[src/rtl/ocm_pkg.sv]
// ocm_pkg: shared widths, FSM state type and the nibble-merge helper for the
// 4-bit-pixel on-chip-memory writer.
// Optional build macro: OCM_SKIP_TRANSPARENT_EN (pixel value 0 is transparent).
package ocm_pkg;

  localparam int PIX_W        = 4;
  localparam int WORD_W       = 16;
  localparam int PIX_PER_WORD = 4;
  localparam int PADDR_W      = 20;
  localparam int WADDR_W      = 18;
  localparam int NIB_W        = $clog2(PIX_PER_WORD);

  typedef enum logic [1:0] {
    IDLE  = 2'd0,  // accumulation buffer empty
    FILL  = 2'd1,  // buffer holds at least one seen nibble
    WRITE = 2'd2   // wr_req high, waiting for wr_ack
  } state_t;

  // Accumulated word: packed data, write enables, and which nibble indices
  // have been offered at all. seen differs from mask only when transparent
  // pixels are skipped.
  typedef struct packed {
    logic [WORD_W-1:0]       data;
    logic [PIX_PER_WORD-1:0] mask;
    logic [PIX_PER_WORD-1:0] seen;
  } acc_t;

  // Apply one pixel to an accumulated word. Later pixels to the same nibble
  // overwrite earlier ones.
  function automatic acc_t nib_apply(input acc_t                 acc,
                                     input logic [NIB_W-1:0]   idx,
                                     input logic [PIX_W-1:0]   pix);
    acc_t res;
    res           = acc;
    res.seen[idx] = 1'b1;
`ifdef OCM_SKIP_TRANSPARENT_EN
    if (pix == '0) begin
      // Transparent: keep whatever is in the nibble, but do not write it.
      res.mask[idx] = 1'b0;
    end else begin
      res.mask[idx]                           = 1'b1;
      res.data[int'(idx) * PIX_W +: PIX_W]    = pix;
    end
`else
    res.mask[idx]                        = 1'b1;
    res.data[int'(idx) * PIX_W +: PIX_W] = pix;
`endif
    return res;
  endfunction

endpackage

[src/rtl/ocm_word_buffer.sv]
// ocm_word_buffer: the accumulation register of the pixel writer. Supports
// load (start a new word with one pixel), merge (add a pixel to the current
// word) and clear, and exposes both the current word and a preview of the
// word with the incoming pixel merged so the FSM can emit in the same cycle.
// Optional build macro: OCM_SKIP_TRANSPARENT_EN (handled inside nib_apply).
module ocm_word_buffer
  import ocm_pkg::*;
(
  input  logic                    clk,
  input  logic                    reset_n,
  input  logic                    load,
  input  logic                    merge,
  input  logic                    clear,
  input  logic [WADDR_W-1:0]      in_word,
  input  logic [NIB_W-1:0]        in_nib,
  input  logic [PIX_W-1:0]        in_pix,
  output logic [WADDR_W-1:0]      word_addr,
  output logic [WORD_W-1:0]       cur_data,
  output logic [PIX_PER_WORD-1:0] cur_mask,
  output logic [WORD_W-1:0]       mrg_data,
  output logic [PIX_PER_WORD-1:0] mrg_mask,
  output logic                    mrg_full,
  output logic                    mrg_mask_zero,
  output logic                    cur_mask_zero,
  output logic                    empty
);

  acc_t               acc_q;
  acc_t               acc_mrg;
  acc_t               acc_ld;
  logic [WADDR_W-1:0] word_q;

  // Candidate next values: current word with the pixel merged, and a fresh
  // word holding only the pixel.
  always_comb begin
    acc_mrg = nib_apply(acc_q, in_nib, in_pix);
    acc_ld  = nib_apply(acc_t'('0), in_nib, in_pix);
  end

  // Accumulation register; load has priority because a word change both
  // retires the old word and starts the new one.
  // NOTE: the buffer is a handful of flops rather than a RAM, so it is reset
  // along with everything else; a real memory array would not be.
  always_ff @(posedge clk or negedge reset_n) begin
    if (!reset_n) begin
      acc_q  <= '0;
      word_q <= '0;
    end else if (load) begin
      acc_q  <= acc_ld;
      word_q <= in_word;
    end else if (clear) begin
      acc_q  <= '0;
    end else if (merge) begin
      acc_q  <= acc_mrg;
    end
  end

  assign word_addr     = word_q;
  assign cur_data      = acc_q.data;
  assign cur_mask      = acc_q.mask;
  assign mrg_data      = acc_mrg.data;
  assign mrg_mask      = acc_mrg.mask;
  assign mrg_full      = &acc_mrg.seen;
  assign mrg_mask_zero = ~|acc_mrg.mask;
  assign cur_mask_zero = ~|acc_q.mask;
  assign empty         = ~|acc_q.seen;

endmodule

[src/rtl/ocm_pixel_writer.sv]
// ocm_pixel_writer: packs a stream of 4-bit pixels into 16-bit words and
// issues one masked word write per packed word towards the graphics memory.
// Holds the control FSM and the registered write-port outputs; the
// accumulation register lives in ocm_word_buffer.
// Optional build macro: OCM_SKIP_TRANSPARENT_EN -- pixel value 0 is accepted
// but not written, and words whose mask ends up empty are dropped.
module ocm_pixel_writer
  import ocm_pkg::*;
#(
  parameter int MAX_WORD = 187508
) (
  input  logic        clk,
  input  logic        reset_n,
  input  logic        pix_valid,
  output logic        pix_ready,
  input  logic [19:0] pix_addr,
  input  logic [3:0]  pix_data,
  input  logic        flush,
  output logic        idle,
  output logic        wr_req,
  input  logic        wr_ack,
  output logic [17:0] wr_addr,
  output logic [15:0] wr_data,
  output logic [3:0]  wr_mask
);

  state_t state_q;
  state_t state_d;

  logic [WADDR_W-1:0]      in_word;
  logic [NIB_W-1:0]        in_nib;
  logic                    accept;
  logic                    in_range;
  logic                    take;
  logic                    same_word;

  logic                    buf_load;
  logic                    buf_merge;
  logic                    buf_clear;
  logic [WADDR_W-1:0]      buf_word;
  logic [WORD_W-1:0]       cur_data;
  logic [PIX_PER_WORD-1:0] cur_mask;
  logic [WORD_W-1:0]       mrg_data;
  logic [PIX_PER_WORD-1:0] mrg_mask;
  logic                    mrg_full;
  logic                    mrg_mask_zero;
  logic                    cur_mask_zero;
  logic                    buf_empty;

  logic                    emit;
  logic                    emit_mrg;

  assign in_word   = pix_addr[PADDR_W-1:NIB_W];
  assign in_nib    = pix_addr[NIB_W-1:0];
  assign pix_ready = (state_q != WRITE);
  assign accept    = pix_valid && pix_ready;
  assign in_range  = (in_word <= WADDR_W'(MAX_WORD));
  // Out-of-range pixels are consumed but never touch the buffer.
  assign take      = accept && in_range;
  assign same_word = (in_word == buf_word);

  assign idle      = (state_q == IDLE);
  assign wr_req    = (state_q == WRITE);

  ocm_word_buffer u_word_buffer (
    .clk           (clk),
    .reset_n       (reset_n),
    .load          (buf_load),
    .merge         (buf_merge),
    .clear         (buf_clear),
    .in_word       (in_word),
    .in_nib        (in_nib),
    .in_pix        (pix_data),
    .word_addr     (buf_word),
    .cur_data      (cur_data),
    .cur_mask      (cur_mask),
    .mrg_data      (mrg_data),
    .mrg_mask      (mrg_mask),
    .mrg_full      (mrg_full),
    .mrg_mask_zero (mrg_mask_zero),
    .cur_mask_zero (cur_mask_zero),
    .empty         (buf_empty)
  );

  // State register.
  // NOTE: clocked processes use non-blocking assignments so every flop samples
  // the pre-edge values; blocking ones would make results depend on order.
  always_ff @(posedge clk or negedge reset_n) begin
    if (!reset_n) begin
      state_q <= IDLE;
    end else begin
      state_q <= state_d;
    end
  end

  // Next-state and buffer/emit control.
  // NOTE: every signal assigned here gets a default first, so no path leaves
  // one unassigned and no latch is inferred.
  always_comb begin
    state_d   = state_q;
    buf_load  = 1'b0;
    buf_merge = 1'b0;
    buf_clear = 1'b0;
    emit      = 1'b0;
    emit_mrg  = 1'b0;

    case (state_q)
      IDLE: begin
        // Flush alone has nothing to emit here.
        if (take) begin
          buf_load = 1'b1;
          state_d  = FILL;
        end
      end

      FILL: begin
        if (take && same_word) begin
          if (mrg_full || flush) begin
            // Merge and retire in one step: emit the merged preview.
            buf_clear = 1'b1;
            if (mrg_mask_zero) begin
              state_d = IDLE;
            end else begin
              emit     = 1'b1;
              emit_mrg = 1'b1;
              state_d  = WRITE;
            end
          end else begin
            buf_merge = 1'b1;
          end
        end else if (take) begin
          // Word change: retire the old word, start the new one. Any flush
          // this cycle is ignored; the caller keeps it high until idle.
          buf_load = 1'b1;
          if (!cur_mask_zero) begin
            emit    = 1'b1;
            state_d = WRITE;
          end
        end else if (flush) begin
          buf_clear = 1'b1;
          if (cur_mask_zero) begin
            state_d = IDLE;
          end else begin
            emit    = 1'b1;
            state_d = WRITE;
          end
        end
      end

      WRITE: begin
        // The buffer may already hold the pixel that caused a word change.
        if (wr_ack) begin
          state_d = buf_empty ? IDLE : FILL;
        end
      end

      default: begin
        state_d = IDLE;
      end
    endcase
  end

  // Write-port output registers; loaded only on emit, so they hold steady for
  // the whole WRITE phase.
  always_ff @(posedge clk or negedge reset_n) begin
    if (!reset_n) begin
      wr_addr <= '0;
      wr_data <= '0;
      wr_mask <= '0;
    end else if (emit) begin
      wr_addr <= buf_word;
      wr_data <= emit_mrg ? mrg_data : cur_data;
      wr_mask <= emit_mrg ? mrg_mask : cur_mask;
    end
  end

endmodule

[config.mk]
export PLATFORM = sky130hd
export DESIGN_NAME = ocm_pixel_writer
export DESIGN_NICKNAME = d
export VERILOG_FILES = /design/src/rtl/ocm_pkg.sv /design/src/rtl/ocm_word_buffer.sv /design/src/rtl/ocm_pixel_writer.sv
export SDC_FILE = /design/constraint.sdc
export NUM_CORES = 1
export LEC_CHECK = 0
export ABC_AREA = 1
export CAP_MARGIN = 20
export CORE_MARGIN = 4
export CORE_UTILIZATION = 55
export CTS_BUF_LIST = sky130_fd_sc_hd__clkbuf_16
export DETAILED_ROUTE_END_ITERATION = 10
export PLACE_DENSITY = 0.9
export SYNTH_ARGS = -nofsm -noshare
export SYNTH_HDL_FRONTEND = slang
export SYNTH_SLANG_ARGS = --single-unit
export TNS_END_PERCENT = 1
[constraint.sdc]
create_clock -name clk -period 2.2 [get_ports clk]
set_clock_uncertainty 0.05 [all_clocks]
set_input_delay 0.44 -clock clk [delete_from_list [all_inputs] [get_ports clk]]
set_output_delay 0.44 -clock clk [all_outputs]
set_load 0.05 [all_outputs]
Yosys cells after proc, flatten, opt, wreduce, memory -nomap -nowiden --
Index checks and enable logic that the tools add are counted.
Storage, ports and cells: flip-flop bits (word level) 82, input bits 29, output and inout port bits 41, word-level logic and storage cells 77
Operators by class: $add $sub $neg 1, order comparisons 3, equality and inequality tests 9, shift operators 2, multiplexer cells 39, bitwise gates (word level) 3, reductions and logical operators 12
Operators with widths (number):
- $mux W24 | 3
- $neg A4 Y33 | 1
- $shift A4 B33 Y16 const A | 1
- $shiftx A4 B33 Y16 | 1
- $mux W1 | 21
- $eq A18 B18 Y1 | 1
- $le A18 B18 Y1 const B | 1
- $mux W2 | 9
- $and A16 B16 Y16 | 1
- $bwmux W16 | 1
- $mux W16 | 1
- $reduce_or A4 Y1 | 3
- $ne A4 B4 Y1 const B | 2
- $or A4 B4 Y4 | 2
- $pmux W2 S3 | 1
- $reduce_and A5 Y1 | 1
- $logic_and A1 B1 Y1 | 4
- $mux W4 | 1
- $ne A2 B1 Y1 const B | 2
- $reduce_and A4 Y1 | 1
- $lt A2 B3 Y1 const B | 1
- $ne A3 B3 Y1 const B | 1
- $reduce_bool A3 Y1 | 1
- $demux W1 S2 | 1
- 7 further kinds | 7

Depth between registers and ports, before layout --
depth in word-level cells 13, gate-level depth with buffers 16, depth with buffers taken out 15

Hierarchy --
A second synthesis with hierarchy kept.
Second synthesis, totals: cells, all modules 735, area, all modules 5003.5 um2
By module, submodules not included:
- ocm_pixel_writer | instances 1, cells each 384, area an instance 2502.4 um2, seq. area each 1001.0 um2
- ocm_word_buffer | instances 1, cells each 351, area an instance 2501.1 um2, seq. area each 1051.0 um2

Least setup slack after synthesis --
No wires, ideal clock.
path kind register to register, start point reg state_q[1], end point reg wr_data[10], library setup time 0.118 ns, data arrival time 2.583 ns, required time 2.032 ns, path slack -0.551 ns, cell stages (with the launch flop) 13, buffers on the path 2, clock period less this slack 2.751 ns, cells stage by stage dfrtp_1 inv_1 nor2_1 inv_1 nand2_1 inv_1 nand2_2 nor2_4 nand3b_2 buf_4 buf_6 nand3_1 nand2_1
On the way: longest elaborated chain between the ends 7, elaborated cells on any way between the ends 11, those cells by class eq/ne (2); mux (6); reduce/logical (3)
Ends and longest elaborated chain:
- start: declaration | RTL line ocm_pixel_writer.sv:27 | state_t state_q;
- start signal: assignment | RTL line ocm_pixel_writer.sv:92 | state_q <= state_d;
- $ne A2 B2 Y1 * | RTL line ocm_pixel_writer.sv:55 | assign pix_ready = (state_q != WRITE);
- via pix_ready | RTL line ocm_pixel_writer.sv:15 | output logic pix_ready,
- $logic_and A1 B1 Y1 * | RTL line ocm_pixel_writer.sv:56 | assign accept = pix_valid && pix_ready;
- $logic_and A1 B1 Y1 * | RTL line ocm_pixel_writer.sv:59 | assign take = accept && in_range;
- $logic_and A1 B1 Y1 | RTL line ocm_pixel_writer.sv:117 | if (take && same_word) begin
- $mux W1 | RTL line ocm_pixel_writer.sv:117
- $mux W1 | RTL line ocm_pixel_writer.sv:107 | case (state_q)
- $mux W16 | RTL line ocm_pixel_writer.sv:172 | wr_data <= emit_mrg ? mrg_data : cur_data;
- end signal: assignment | RTL line ocm_pixel_writer.sv:172
- end: declaration | RTL line ocm_pixel_writer.sv:23 | output logic [15:0] wr_data,
Mark *: on every way through the listed nets, which the timed path passes. The rest lies on a longest branch. A chain may end at the register's enable or synchronous reset.

Final worst setup path --
start point in pix_addr[1], end point reg wr_mask[0]
On the way: longest elaborated chain between the ends 11, elaborated cells on any way between the ends 17, those cells by class order compare (2); mux (9); bitwise (2); reduce/logical (4)
Ends and longest elaborated chain:
- start: declaration | RTL line ocm_pixel_writer.sv:16 | input logic [19:0] pix_addr,
- $lt A2 B3 Y1 (implied by the code) / $ge A2 B1 Y1 (equally long branches) | RTL line ocm_pkg.sv:35, ocm_pkg.sv:45
- $logic_and A1 B1 Y1 (implied by the code) | RTL line ocm_pkg.sv:35, ocm_pkg.sv:45
- $mux W1 (implied by the code) | RTL line ocm_pkg.sv:35, ocm_pkg.sv:45
- $demux W1 S2 *
- $or A4 B4 Y4 (no source line)
- $reduce_or A4 Y1 / $reduce_and A4 Y1 (equally long branches) | RTL line ocm_word_buffer.sv:64, ocm_word_buffer.sv:63
- $mux W1 / $logic_or A1 B1 Y1 (equally long branches) | RTL line ocm_pixel_writer.sv:121, ocm_pixel_writer.sv:118
- $mux W1 | RTL line ocm_pixel_writer.sv:118 | if (mrg_full || flush) begin
- $mux W1 | RTL line ocm_pixel_writer.sv:117
- $mux W1 | RTL line ocm_pixel_writer.sv:107
- $mux W4 | RTL line ocm_pixel_writer.sv:173 | wr_mask <= emit_mrg ? mrg_mask : cur_mask;
- end signal: assignment | RTL line ocm_pixel_writer.sv:173
- end: declaration | RTL line ocm_pixel_writer.sv:24 | output logic [3:0] wr_mask
Every way passes the cells marked *; elsewhere a longest branch is shown, timed or not.

==> summary.md <==
| Metric | Value |
|---|---|
| Critical path type | `in2reg` |
| Via count | `5,018` |
| Synth Net Count | `730` |
| Max-Cap Viols | `0` |
| CP Buf/Inv Count | `4` |
| Clk network pwr share | `0.199` |
| Vias in the first global route | `4,861` |
| Slowest stage delay, CP | `290 ps` |
| Total wire length | `14,000 um` |
| CP Data Required Time | `2430 ps` |
| Status | `finished clean` |
| Fillers | `574` |
| CTS H-Tree Depth | `3` |
| TritonCTS clock tree | `done` |
| Initial drt markers | `350` |
| Dpl cells | `883` |
| Cells after synthesis | `693` |
| Port Buffers | `69` |
| Max_slew headroom | `0.651` |
| Max-slew violation count | `0` |
| RR Startpoint | `u_word_buffer.word_addr[15]$_DFFE_PN0P_` |
| Cell mode on critical path | `nand2_1` |
| Final Power | `7530 uW` |
| First-pass GRT wire length | `22,200 um` |
| Dpl hpwl | `9280 um` |
| Final Hold Viols | `0` |
| Avg Inst Size Synth | `6.82 um^2` |
| CP startpoint kind | `input pin` |
| VDD IR-drop max | `0.503 mV` |
| Unrepaired setup endpoints after global routing | `yes` |
| CTS Buffer Depth | `2` |
| TritonRoute pass-1 iters | `5` |
| Hold WC Path Type | `in2reg` |
| Crit-path max FO | `20` |
| DIE AREA | `0.0101 mm^2` |
| Die span in x | `101 um` |
| Setup Viol. Count Final | `0` |
| P per Cell Area | `1200 mW/mm^2` |
| Leak pwr | `0.00342 uW` |
| Synth top area cells | `dfrtp_1, nand2_1, nand3_1` |
| Combinational share of power | `0.484` |
| Total CTS buffers | `9` |
| Sw frac | `0.453` |
| Initial Util | `0.570` |
| Layout cell share with drive strength beyond 1 | `0.126` |
| Non-Filler Instances | `905` |
| Worst slew pin tran | `521 ps` |
| Cell Area, Synth | `0.00473 mm^2` |
| Total track usage | `0.272` |
| Dominant cell type by area after synthesis | `dfrtp_1` |
| Yosys reg bits | `82` |
| Highest clock rate | `472 MHz` |
| Antenna cell count | `0` |
| Placer Congestion | `0.961` |
| WP data arrival | `2350 ps` |
| # rows | `33` |
| Pint | `4120 uW` |
| WL per Instance | `15.4 um` |
| Largest net degree at the start of global routing | `41` |
| Post-layout net count | `832` |
| Top-area cell type share of the netlist area | `0.434` |
| Final ANT Viol Nets | `0` |
| Clock Sink Count | `82` |
| Hold path startpoint | `pix_addr[3]` |
| Synth-to-Final Area Change | `33.2%` |
| Final worst-path cycle share | `0.963` |
| Core area | `0.00830 mm^2` |
| Vias per cell | `5.54` |
| Seq pwr share | `0.317` |
| Setup Total Neg Slack | `0 ps` |
| Clock root buffer | `clkbuf_16` |
| Slowest-stage cell, CP | `dlygate4sd2_1` |
| YS warnings | `0` |
| Place WS | `-552 ps` |
| Synth unique cells | `27` |
| NetSw | `3420 uW` |
| Sequential element share of the synthesized area | `0.434` |
| Setup crit start | `pix_addr[1]` |
| CTS clk-pin slew, worst paths | `60 ps` |
| Ports | `70` |
| Worst-Skew Late Latency | `350 ps` |
| Initial antenna violation count | `0` |
| CP delay by family, top | `simple AND/OR/NAND/NOR gates` |
| Residual DRC | `0` |
| Die Span Y | `101 um` |
| Worst path cell trace | `dlygate4sd2_1, inv_2, ha_4, nor2_1, nor3_2, o21ai_1, nand2_1, inv_2, nor2_4, nand2_4, clkbuf_16, o21ai_0, nand2_1, nand2_1` |
| Worst setup slack after layout | `81.6 ps` |
| Setup crit end kind | `flip-flop` |
| Global route total overflow | `0` |
| Tmin final | `2120 ps` |
==> synth_stat cells <==
master,number
inv_2,4
buf_2,11
nand2_4,1
nor3_1,2
buf_4,3
or2_0,1
buf_6,5
nor4_1,1
xnor2_1,3
inv_1,72
or2_2,1
nand3_1,73
ha_1,8
nor2_2,2
o21ai_0,45
clkbuf_1,7
nand2_2,2
o211ai_1,1
nand3_2,3
nand4_1,5
nor2_1,76
o21ai_1,2
nor2_4,1
nand2_1,276
nand3b_2,1
a21oi_1,5
dfrtp_1,82
==> per-layer routing <==
layer	up-vias	part of all wire	routed length, um	track usage
met5	-	0	0	0
met2	244	0.51	7120	0.465
met1	2378	0.39	5420	0.338
met3	46	0.069	962	0.0464
met4	0	0.032	442	0.119
li1	2350	-	-	-
==> area by class of cell <==
type | instances | area [um^2] | share of cell area
clock buffers | 9 | 225 | 0.0358
well taps | 105 | 131 | 0.0209
repair buffers | 117 | 1220 | 0.193
multi-input cells | 509 | 2320 | 0.369
flip-flops and latches | 82 | 2050 | 0.326
inverters | 76 | 288 | 0.0457
clock inverters | 7 | 61.3 | 0.00974
==> worst reg2reg max path: cells and delay by family (launching register included) <==
family / cells / cell delay, ps
AOI/OAI and AO/OA: 1 / 210
and+or+nand+nor: 10 / 1090
buffers and inverters: 2 / 290
DFF: 1 / 380
==> power by group through the flow <==
stage / clock [uW] / combinational (uW) / sequential [uW]
2_1_floorplan: 0 / 1530 / 3190
4_1_cts: 1490 / 3550 / 2380
3_3_place_gp: 0 / 3370 / 2360
5_1_grt: 1560 / 3910 / 2460
6_report: 1500 / 3650 / 2390
3_5_place_dp: 0 / 3490 / 2400
==> path summary, 6_finish.rpt <==
check | endpoint | slack, ps | depth (start not counted)
min in group asynchronous | u_word_buffer.word_addr[14]$_DFFE_PN0P_ | 520 | 2
max reg2reg | wr_mask[0]$_DFFE_PN0P_ | 110 | 13
max | wr_mask[0]$_DFFE_PN0P_ | 80 | 14
min | u_word_buffer.word_addr[1]$_DFFE_PN0P_ | 360 | 3
min reg2reg | wr_addr[10]$_DFFE_PN0P_ | 450 | 2
max in group asynchronous | u_word_buffer.word_addr[3]$_DFFE_PN0P_ | 980 | 3
==> placed cells by master, fill, tap and decap left out, types with 5 or more instances in the layout <==
cell type,instances
buf_12,6
buf_4,35
buf_6,6
clkbuf_16,12
clkdlybuf4s50_1,45
dfrtp_1,82
dlygate4sd2_1,7
dlymetal6s2s_1,12
ha_1,6
inv_1,69
inv_2,7
nand2_1,272
nand3_1,73
nand4_1,5
nor2_1,69
nor2_2,7
o21ai_0,42
o21ai_1,5
==> sequential cells by signal, indices dropped and copies added (netlist names) <==
| register | cells |
|---|---|
| u_word_buffer.word_addr | 18 |
| wr_addr | 18 |
| u_word_buffer.cur_data | 16 |
| wr_data | 16 |
| u_word_buffer.acc_q | 4 |
| u_word_buffer.cur_mask | 4 |
| wr_mask | 4 |
| state_q | 2 |
==> metrics by stage <==
stage	utilization	instance area, um^2	hold WS (ps)
floorplan	-	4730	94.4
global placement	0.696	5780	341
detailed placement	0.696	5780	350
CTS	0.737	6120	451
global route	0.759	6300	382
finish	0.759	6300	358
==> cells by family after synthesis <==
family / share of synthesized area
adder cells (fa/ha/maj): 0.0212
buffers and inverters: 0.0942
XOR/XNOR: 0.00556
flip-flops: 0.434
AO/OA/AOI/OAI: 0.0566
AND/OR/NAND/NOR: 0.388
==> repair_timing <==
action / in CTS / in global routing
gates resized for setup: 26 / 32
hold buffers: 1 / 0
endpoints found under the hold margin: 20 / 0
pin swaps: 3 / 13
cloned: 0 / 3
setup buffers: 0 / 2
setup endpoints to repair: 62 / 71
(Power assumes the default switching activity.)
